==> src/rtl/muxkey_pkg.sv <==
// Shared types and helpers for the runtime-programmable key lookup table.
package muxkey_pkg;

    typedef enum logic {
        RESP_EMPTY = 1'b0,
        RESP_FULL  = 1'b1
    } resp_state_e;

    // Widest match vector popcount_gt1 accepts; callers zero-extend into it.
    localparam int POP_W = 256;

    // Clearing the lowest set bit leaves something only if two or more were set.
    function automatic logic popcount_gt1(input logic [POP_W-1:0] v);
        return |(v & (v - POP_W'(1)));
    endfunction

endpackage

==> src/rtl/muxkey_match.sv <==
// Combinational priority match: lowest valid index whose key equals the request wins.
module muxkey_match
    import muxkey_pkg::*;
#(
    parameter int NR_KEY   = 8,
    parameter int KEY_LEN  = 3,
    parameter int DATA_LEN = 64,
    parameter int IDX_W    = $clog2(NR_KEY)
) (
    input  logic [KEY_LEN-1:0]  key,
    input  logic [NR_KEY-1:0]   valid,
    input  logic [KEY_LEN-1:0]  key_tab  [NR_KEY],
    input  logic [DATA_LEN-1:0] data_tab [NR_KEY],
    input  logic [DATA_LEN-1:0] def,
    output logic [DATA_LEN-1:0] data,
    output logic                hit,
    output logic [IDX_W-1:0]    idx,
    output logic                multi
);

    logic [NR_KEY-1:0] match;

    always_comb begin
        for (int i = 0; i < NR_KEY; i++) begin
            match[i] = valid[i] && (key_tab[i] == key);
        end
    end

    // Walk downwards so the lowest matching index is the last assignment.
    always_comb begin
        data = def;
        hit  = 1'b0;
        idx  = '0;
        for (int i = NR_KEY - 1; i >= 0; i--) begin
            if (match[i]) begin
                data = data_tab[i];
                hit  = 1'b1;
                idx  = IDX_W'(i);
            end
        end
    end

    assign multi = popcount_gt1(POP_W'(match));

endmodule

==> src/rtl/muxkey_lut_reg.sv <==
// Runtime-programmable key->data table with a single registered, back-pressured response stage.
module muxkey_lut_reg
    import muxkey_pkg::*;
#(
    parameter int NR_KEY   = 8,
    parameter int KEY_LEN  = 3,
    parameter int DATA_LEN = 64,
    parameter int IDX_W    = $clog2(NR_KEY)
) (
    input  logic                clk,
    input  logic                rst,
    input  logic                wr_en,
    input  logic [IDX_W-1:0]    wr_idx,
    input  logic [KEY_LEN-1:0]  wr_key,
    input  logic [DATA_LEN-1:0] wr_data,
    input  logic                wr_inval,
    input  logic                flush,
    input  logic                def_we,
    input  logic [DATA_LEN-1:0] def_data,
    input  logic                req_valid,
    output logic                req_ready,
    input  logic [KEY_LEN-1:0]  req_key,
    output logic                resp_valid,
    input  logic                resp_ready,
    output logic [DATA_LEN-1:0] resp_data,
    output logic                resp_hit,
    output logic [IDX_W-1:0]    resp_idx,
    output logic                resp_multi
);

    logic [NR_KEY-1:0]   valid_q;
    logic [KEY_LEN-1:0]  key_q  [NR_KEY];
    logic [DATA_LEN-1:0] data_q [NR_KEY];
    logic [DATA_LEN-1:0] def_q;

    // Out-of-range wr_idx matches no entry, so such writes fall through harmlessly.
    always_ff @(posedge clk) begin
        if (rst) begin
            valid_q <= '0;
            def_q   <= '0;
            for (int i = 0; i < NR_KEY; i++) begin
                key_q[i]  <= '0;
                data_q[i] <= '0;
            end
        end else begin
            if (flush) begin
                valid_q <= '0;
            end
            for (int i = 0; i < NR_KEY; i++) begin
                if (wr_en && (wr_idx == IDX_W'(i))) begin
                    if (wr_inval) begin
                        valid_q[i] <= 1'b0;
                    end else begin
                        valid_q[i] <= 1'b1;
                        key_q[i]   <= wr_key;
                        data_q[i]  <= wr_data;
                    end
                end
            end
            if (def_we) begin
                def_q <= def_data;
            end
        end
    end

    // ---- stage p0: lookup against the pre-update table ----
    logic [DATA_LEN-1:0] data_p0;
    logic                hit_p0;
    logic [IDX_W-1:0]    idx_p0;
    logic                multi_p0;

    muxkey_match #(
        .NR_KEY   (NR_KEY),
        .KEY_LEN  (KEY_LEN),
        .DATA_LEN (DATA_LEN),
        .IDX_W    (IDX_W)
    ) u_match (
        .key      (req_key),
        .valid    (valid_q),
        .key_tab  (key_q),
        .data_tab (data_q),
        .def      (def_q),
        .data     (data_p0),
        .hit      (hit_p0),
        .idx      (idx_p0),
        .multi    (multi_p0)
    );

    // ---- stage p1: registered response ----
    resp_state_e         state_p1;
    logic [DATA_LEN-1:0] data_p1;
    logic                hit_p1;
    logic [IDX_W-1:0]    idx_p1;
    logic                multi_p1;
    logic                accept;

    assign req_ready = (state_p1 == RESP_EMPTY) || resp_ready;
    assign accept    = req_valid && req_ready;

    always_ff @(posedge clk) begin
        if (rst) begin
            state_p1 <= RESP_EMPTY;
            data_p1  <= '0;
            hit_p1   <= 1'b0;
            idx_p1   <= '0;
            multi_p1 <= 1'b0;
        end else begin
            case (state_p1)
                RESP_EMPTY: begin
                    if (accept) begin
                        state_p1 <= RESP_FULL;
                        data_p1  <= data_p0;
                        hit_p1   <= hit_p0;
                        idx_p1   <= idx_p0;
                        multi_p1 <= multi_p0;
                    end
                end
                RESP_FULL: begin
                    if (accept) begin
                        data_p1  <= data_p0;
                        hit_p1   <= hit_p0;
                        idx_p1   <= idx_p0;
                        multi_p1 <= multi_p0;
                    end else if (resp_ready) begin
                        state_p1 <= RESP_EMPTY;
                    end
                end
                default: state_p1 <= RESP_EMPTY;
            endcase
        end
    end

    assign resp_valid = (state_p1 == RESP_FULL);
    assign resp_data  = data_p1;
    assign resp_hit   = hit_p1;
    assign resp_idx   = idx_p1;
    assign resp_multi = multi_p1;

endmodule

==> config.mk <==
export PLATFORM = sky130hd
export DESIGN_NAME = muxkey_lut_reg
export DESIGN_NICKNAME = d
export VERILOG_FILES = /design/src/rtl/muxkey_pkg.sv /design/src/rtl/muxkey_match.sv /design/src/rtl/muxkey_lut_reg.sv
export SDC_FILE = /design/constraint.sdc
export NUM_CORES = 2
export LEC_CHECK = 0
export BUFFER_PORTS_ARGS = -buffer_cell sky130_fd_sc_hd__buf_2
export CAP_MARGIN = 10
export CORE_MARGIN = 1.5
export CORE_UTILIZATION = 57
export CTS_BUF_LIST = sky130_fd_sc_hd__clkbuf_8
export DETAILED_ROUTE_END_ITERATION = 16
export PLACE_DENSITY = 0.79
export REMOVE_ABC_BUFFERS = 1
export SLEW_MARGIN = 20
export SYNTH_ARGS = -nofsm -noshare
export SYNTH_HDL_FRONTEND = slang
export SYNTH_HIERARCHICAL = 1
export SYNTH_SLANG_ARGS = --single-unit
==> constraint.sdc <==
create_clock -name clk -period 2.8 [get_ports clk]
set_input_delay 0.84 -clock clk [delete_from_list [all_inputs] [get_ports clk]]
set_output_delay 0.84 -clock clk [all_outputs]
set_load 0.02 [all_outputs]
# Word-level counts from Yosys, hierarchy flattened
# Cells that the tools add are included.
totals:
  out_inout_bits: 71
  word_cells: 127
  input_bits: 145
  reg_bits: 678
classes:
  n_bitwise: 3
  add_sub_neg: 1
  eq_ne: 15
  reduce_logical: 36
  muxes: 42
ops:
  columns: ["cell", "n"]
  rows:
  - ["$mux 64", 9]
  - ["$and 8x256->256", 1]
  - ["$reduce_or 256->1", 1]
  - ["$mux 3", 9]
  - ["$eq 3x3->1", 8]
  - ["$mux 1", 22]
  - ["$logic_and 1x1->1", 17]
  - ["$reduce_and 2->1", 8]
  - ["$reduce_bool 2->1", 8]
  - ["$eq 3x3->1 const B", 4]
  - ["$sub 8x1->9 const B", 1]
  - ["$mux 8", 1]
  - ["$eq 3x2->1 const B", 2]
  - ["$eq 3x1->1 const B", 1]
  - ["$logic_not 3->1", 1]
  - ["$not 1->1", 2]
  - ["$pmux 1 s2", 1]
  - ["$logic_or 1x1->1", 1]

# Logic depth before layout (Yosys ltp)
depth:
  word_depth: 11
  ltp_mapped: 12
  depth_no_buf: 8

# Hierarchy
# Netlist, hierarchy kept.
modules_own_cells:
  columns: ["module", "n_inst", "area_each_um2", "cells_each", "seq_area_each_um2"]
  rows:
  - ["muxkey_lut_reg", 1, 25946.1, 2437, 13573.0]
  - ["muxkey_match", 1, 4752.1, 869, 0.0]

# Worst setup path after synthesis
# Ideal clock, no wire load.
synth_path:
  path_type: "input to register"
  from: "input port req_key[2]"
  to: "register data_p1[25] (netlist: resp_data[25])"
  path_slack_ns: 0.052
  path_buffers: 3
  setup_time_ns: 0.070
  arrival_time_ns: 2.679
  t_required_ns: 2.730
  stages: 11
  path_cell_list: "buf_4 xnor2_1 nand4_1 nand2_1 buf_2 clkbuf_1 a21oi_1 or4_1 o311ai_0 nand3_1 a21oi_1"
synth_via:
  elab_chain_cells: 11
  elab_cells_between_ends: 25
  classes_between: "eq/ne (8); mux (9); reduce/logical (8)"
synth_rtl:
  columns: ["element", "line_no", "rtl"]
  rows:
  - ["from (decl)", "muxkey_lut_reg.sv:22", "input logic [KEY_LEN-1:0] req_key,"]
  - ["$eq 3x3->1", "muxkey_match.sv:25", "match[i] = valid[i] && (key_tab[i] == key);"]
  - ["$logic_and 1x1->1", "muxkey_match.sv:25", null]
  - ["$mux 64 (7 in a row)", "muxkey_match.sv:35", "if (match[i]) begin"]
  - ["$mux 64 *", "muxkey_match.sv:35", null]
  - ["net data_p0[25]", "muxkey_lut_reg.sv:67", "logic [DATA_LEN-1:0] data_p0;"]
  - ["$mux 64 *", "muxkey_lut_reg.sv:110, muxkey_lut_reg.sv:119", null]
  - ["to (signal assigned)", "muxkey_lut_reg.sv:112", "data_p1 <= data_p0;"]
  - ["to (signal assigned)", "muxkey_lut_reg.sv:120", "data_p1 <= data_p0;"]
  - ["to (decl)", "muxkey_lut_reg.sv:91", "logic [DATA_LEN-1:0] data_p1;"]
# Mark *: on every way through the listed nets, which the timed path passes. The rest lies on a longest branch. The select of a mux whose other input is x is not followed.
# A chain may end at the register's enable or synchronous reset.

# Worst setup path after layout
layout_path:
  from: "register state_p1 (netlist: resp_valid)"
  to: "output port req_ready"
layout_via:
  elab_chain_cells: 2
layout_rtl:
  columns: ["element", "line_no", "rtl"]
  rows:
  - ["from (decl)", "muxkey_lut_reg.sv:90", "resp_state_e state_p1;"]
  - ["from (signal assigned)", "muxkey_lut_reg.sv:102", "state_p1 <= RESP_EMPTY;"]
  - ["from (signal assigned)", "muxkey_lut_reg.sv:111", "state_p1 <= RESP_FULL;"]
  - ["from (signal assigned)", "muxkey_lut_reg.sv:125", "state_p1 <= RESP_EMPTY;"]
  - ["$not 1->1", null, null]
  - ["$logic_or 1x1->1", "muxkey_lut_reg.sv:97", "assign req_ready = (state_p1 == RESP_EMPTY) || resp_ready;"]
  - ["to (decl)", "muxkey_lut_reg.sv:21", "output logic req_ready,"]
# No other way between the ends.

==> metrics.txt <==
status=finished, final reports clean; VDD IR max=0.3869 mV; GRT Util Overall=0.3253; Yosys top cell by area=dfxtp_1; #FFs+latches synth=slightly below 700; worst-path fanout max=2; core box area=52870 sq um; internal power=0.01492 W; synth-to-layout area growth=16.60%; Post CTS Setup Buffer Count=0; total grt overflow=0; ratio of cells with drive above 1 in the final layout=0.1671; RSZ-0062 raised after global routing=false; Synth warnings=6; starting density of the core=0.5807; RR Startpoint=key_q[18]; CP Class=reg2out; quantity of gates resized following cts=0; ranking of synthesized cells by area=dfxtp_1 (44%), mux2i_1 (20%), nand2b_1 (12%); switch share=0.2484; Mapped Area=between 30000 and 40000 sq um; worst path cell trace=nor2b_4, clkinv_2, buf_2; drt first pass iters=6; count of input and output buffers=roughly 220; Placed Area=33640 sq um; clock-pin slew on the worst setup and hold paths=approximately 60 ps; most instantiated cells after synthesis=dfxtp_1 (678), nand2b_1 (605), mux2i_1 (600), a21oi_1 (208), nor2_1 (199); Syn Inst Count=3306; total power=~0.02 W; Worst Path Required=about 2000 ps; Max Cap Viol=0; top cell type's share of synthesized area=0.4421; hold buffers post-CTS=0; Worst Path Arrival=between 1500 and 2000 ps; Cell variety after synth=40; first-pass GRT wire length=around 140000 microns; max-slew violation count=0; Worst Setup EP=req_ready; Fin. Hold Viols=0; Clock power frac=0.426; PD cells=554.6 nW/um^2; FP Rows=84; Max-slew headroom=0.2446; combinational share of power=0.072; Die W=approximately 240 microns; Finished Core Util=0.6771; nets=between 3000 and 4000; pin count of the biggest net entering global routing=71; period utilization=0.9160; Post-Layout Cell Count=~4300; register-to-register setup slack=between 200 and 300 ps; post-route ant nets=0; Leak=roughly 17 nW; Final Skew=about 32 ps; Synth Flop Type=dfxtp_1; Vias=26026; design area=roughly 36000 sq um; critical path's slowest cell=dfxtp_1; r2r worst-path depth=7; Avg WL per Cell=about 22 microns; leading cell type by number of instances after synthesis=dfxtp_1; Crit. path cell count=3; ys async rst share=0; crit start category=flip-flop; die height=235.1 microns; CTS tree=yes; clk root buf=clkbuf_8; EDFF count, synth=0; initial DRC count=between 2000 and 3000; placed cell count=about 4100; # diodes=0; die area=~55000 sq um; Crit path max-delay family=buffers and inverters; Clock Path Buffers=3; crit-path max cell delay=approximately 320 ps; CP endpoint kind=output pin; worst hold path type=in2reg; net switching power=between 0.004 and 0.005 W; reg2reg end=resp_data[23]; Syn Area/Cell=between 9 and 10 sq um; Post-Route WL=93070 microns; CP bufs+invs=2; number of CTS-inserted buffers=roughly 110; Seq pwr share=0.502; # setup viols final=0; # DRC=0; Avg Vias per Cell=around 6.1; CTS H-tree lvls=3; vias in the first global route=26493; initial antenna violation count=2; Peak Freq=about 0.39 GHz; Period minus WS final=approximately 2600 ps; worst-skew pair later-pin latency=approximately 700 ps; routability cong.=0.8529; setup total negative slack=0 ps; Sink Count=between 600 and 700; sequential area share after synthesis=0.4421; critical path startpoint=resp_valid; detailed placement HPWL=slightly below 60000 microns; Worst Tran Pin Value=1133 ps; # IOs=about 220
[cells in the final DEF (no fill, tap or decap), types with 2 or more instances in the layout]
cell,instances
nor2b_1,2
and2_2,2
clkinvlp_4,2
bufinv_16,2
a31oi_1,65
nand3_1,71
inv_6,2
nand2b_1,604
nand4_1,6
and4_1,2
nand2_1,133
a22oi_1,64
clkinv_2,8
nor2_1,198
buf_12,69
or4_1,63
mux2i_1,600
nand2_2,2
o21ai_0,133
xnor2_1,24
o311ai_0,42
inv_1,44
o311ai_1,29
clkbuf_8,134
a21oi_1,208
dfxtp_1,678
and4_4,4
nand2_4,6
buf_4,143
buf_2,212
nand3_4,2
[kinds of logic (layout without fill, tap and decap cells)]
group	Yosys count	count (layout)	synth area share
AOI/OAI and AO/OA	547	547	0.1063
muxes	600	600	0.1956
xor gates and xnor gates	24	24	0.006847
buffers and inverters	354	620	0.05095
DFF	678	678	0.4421
and+or+nand+nor	1103	1103	0.1981
[worst register-to-register path: stages (launching register included)]
cell	delay, ps
dfxtp_1	330
xnor2_1	150
and4_1	250
or4_4	620
buf_4	240
o311ai_0	480
nand3_1	160
a21oi_1	190
[metrics by stage]
stage,worst slack [ps],hold WS (ps)
floorplan,-2318,447.7
global placement,-244.1,456.1
detailed placement,-341.0,463.8
CTS,197.1,309.5
global route,164.7,355.3
finish,235.1,351.7
[sequential cells by signal, summed over array words and instances (netlist names)]
register / count
resp_multi: 1
valid_q: 8
key_q: 24
resp_hit: 1
resp_idx: 3
resp_valid: 1
resp_data: 64
def_q: 64
data_q: 512
[power groups by stage]
stage / combinational, W / clock [W] / sequential, W
floorplan: 0.000716 / 0 / 0.0102
detailed placement: 0.00140 / 0 / 0.0102
finish: 0.00143 / 0.00846 / 0.00996
global route: 0.00152 / 0.00896 / 0.00997
global placement: 0.00136 / 0 / 0.0102
CTS: 0.00141 / 0.00854 / 0.00996
[metal layers]
layer | wire (microns) | global-route usage | share of wire | vias up
met5 | 30 | 0 | 0.00032 | -
met4 | 3643 | 0.1560 | 0.039 | 4
met3 | 7710 | 0.05569 | 0.083 | 266
met2 | 43480 | 0.5337 | 0.47 | 1306
met1 | 38210 | 0.4159 | 0.41 | 12652
li1 | - | - | - | 11798
[final cells by class]
cell class              instances  area [sq um]
flip-flops and latches        678         13570
clock inverters                55         305.3
inverters                       6         23.77
multi-input cells            2274         15660
well taps                     688         860.8
fillers                      3996         17070
repair buffers                425          3531
clock buffers                 134          1844
[how the worst min path moves through the flow]
stage	slack [ps]	startpoint	to	cells past startpoint
2_1_floorplan	450	data_q[416]	data_q[416]	2
3_3_place_gp	460	data_q[108]	data_q[108]	2
3_5_place_dp	460	data_q[83]	data_q[83]	2
4_1_cts	310	def_data[45]	def_q[45]	3
5_1_grt	360	def_data[32]	def_q[32]	3
6_report	350	def_data[31]	def_q[31]	3
Note: power is estimated with default switching activity, not from simulation.
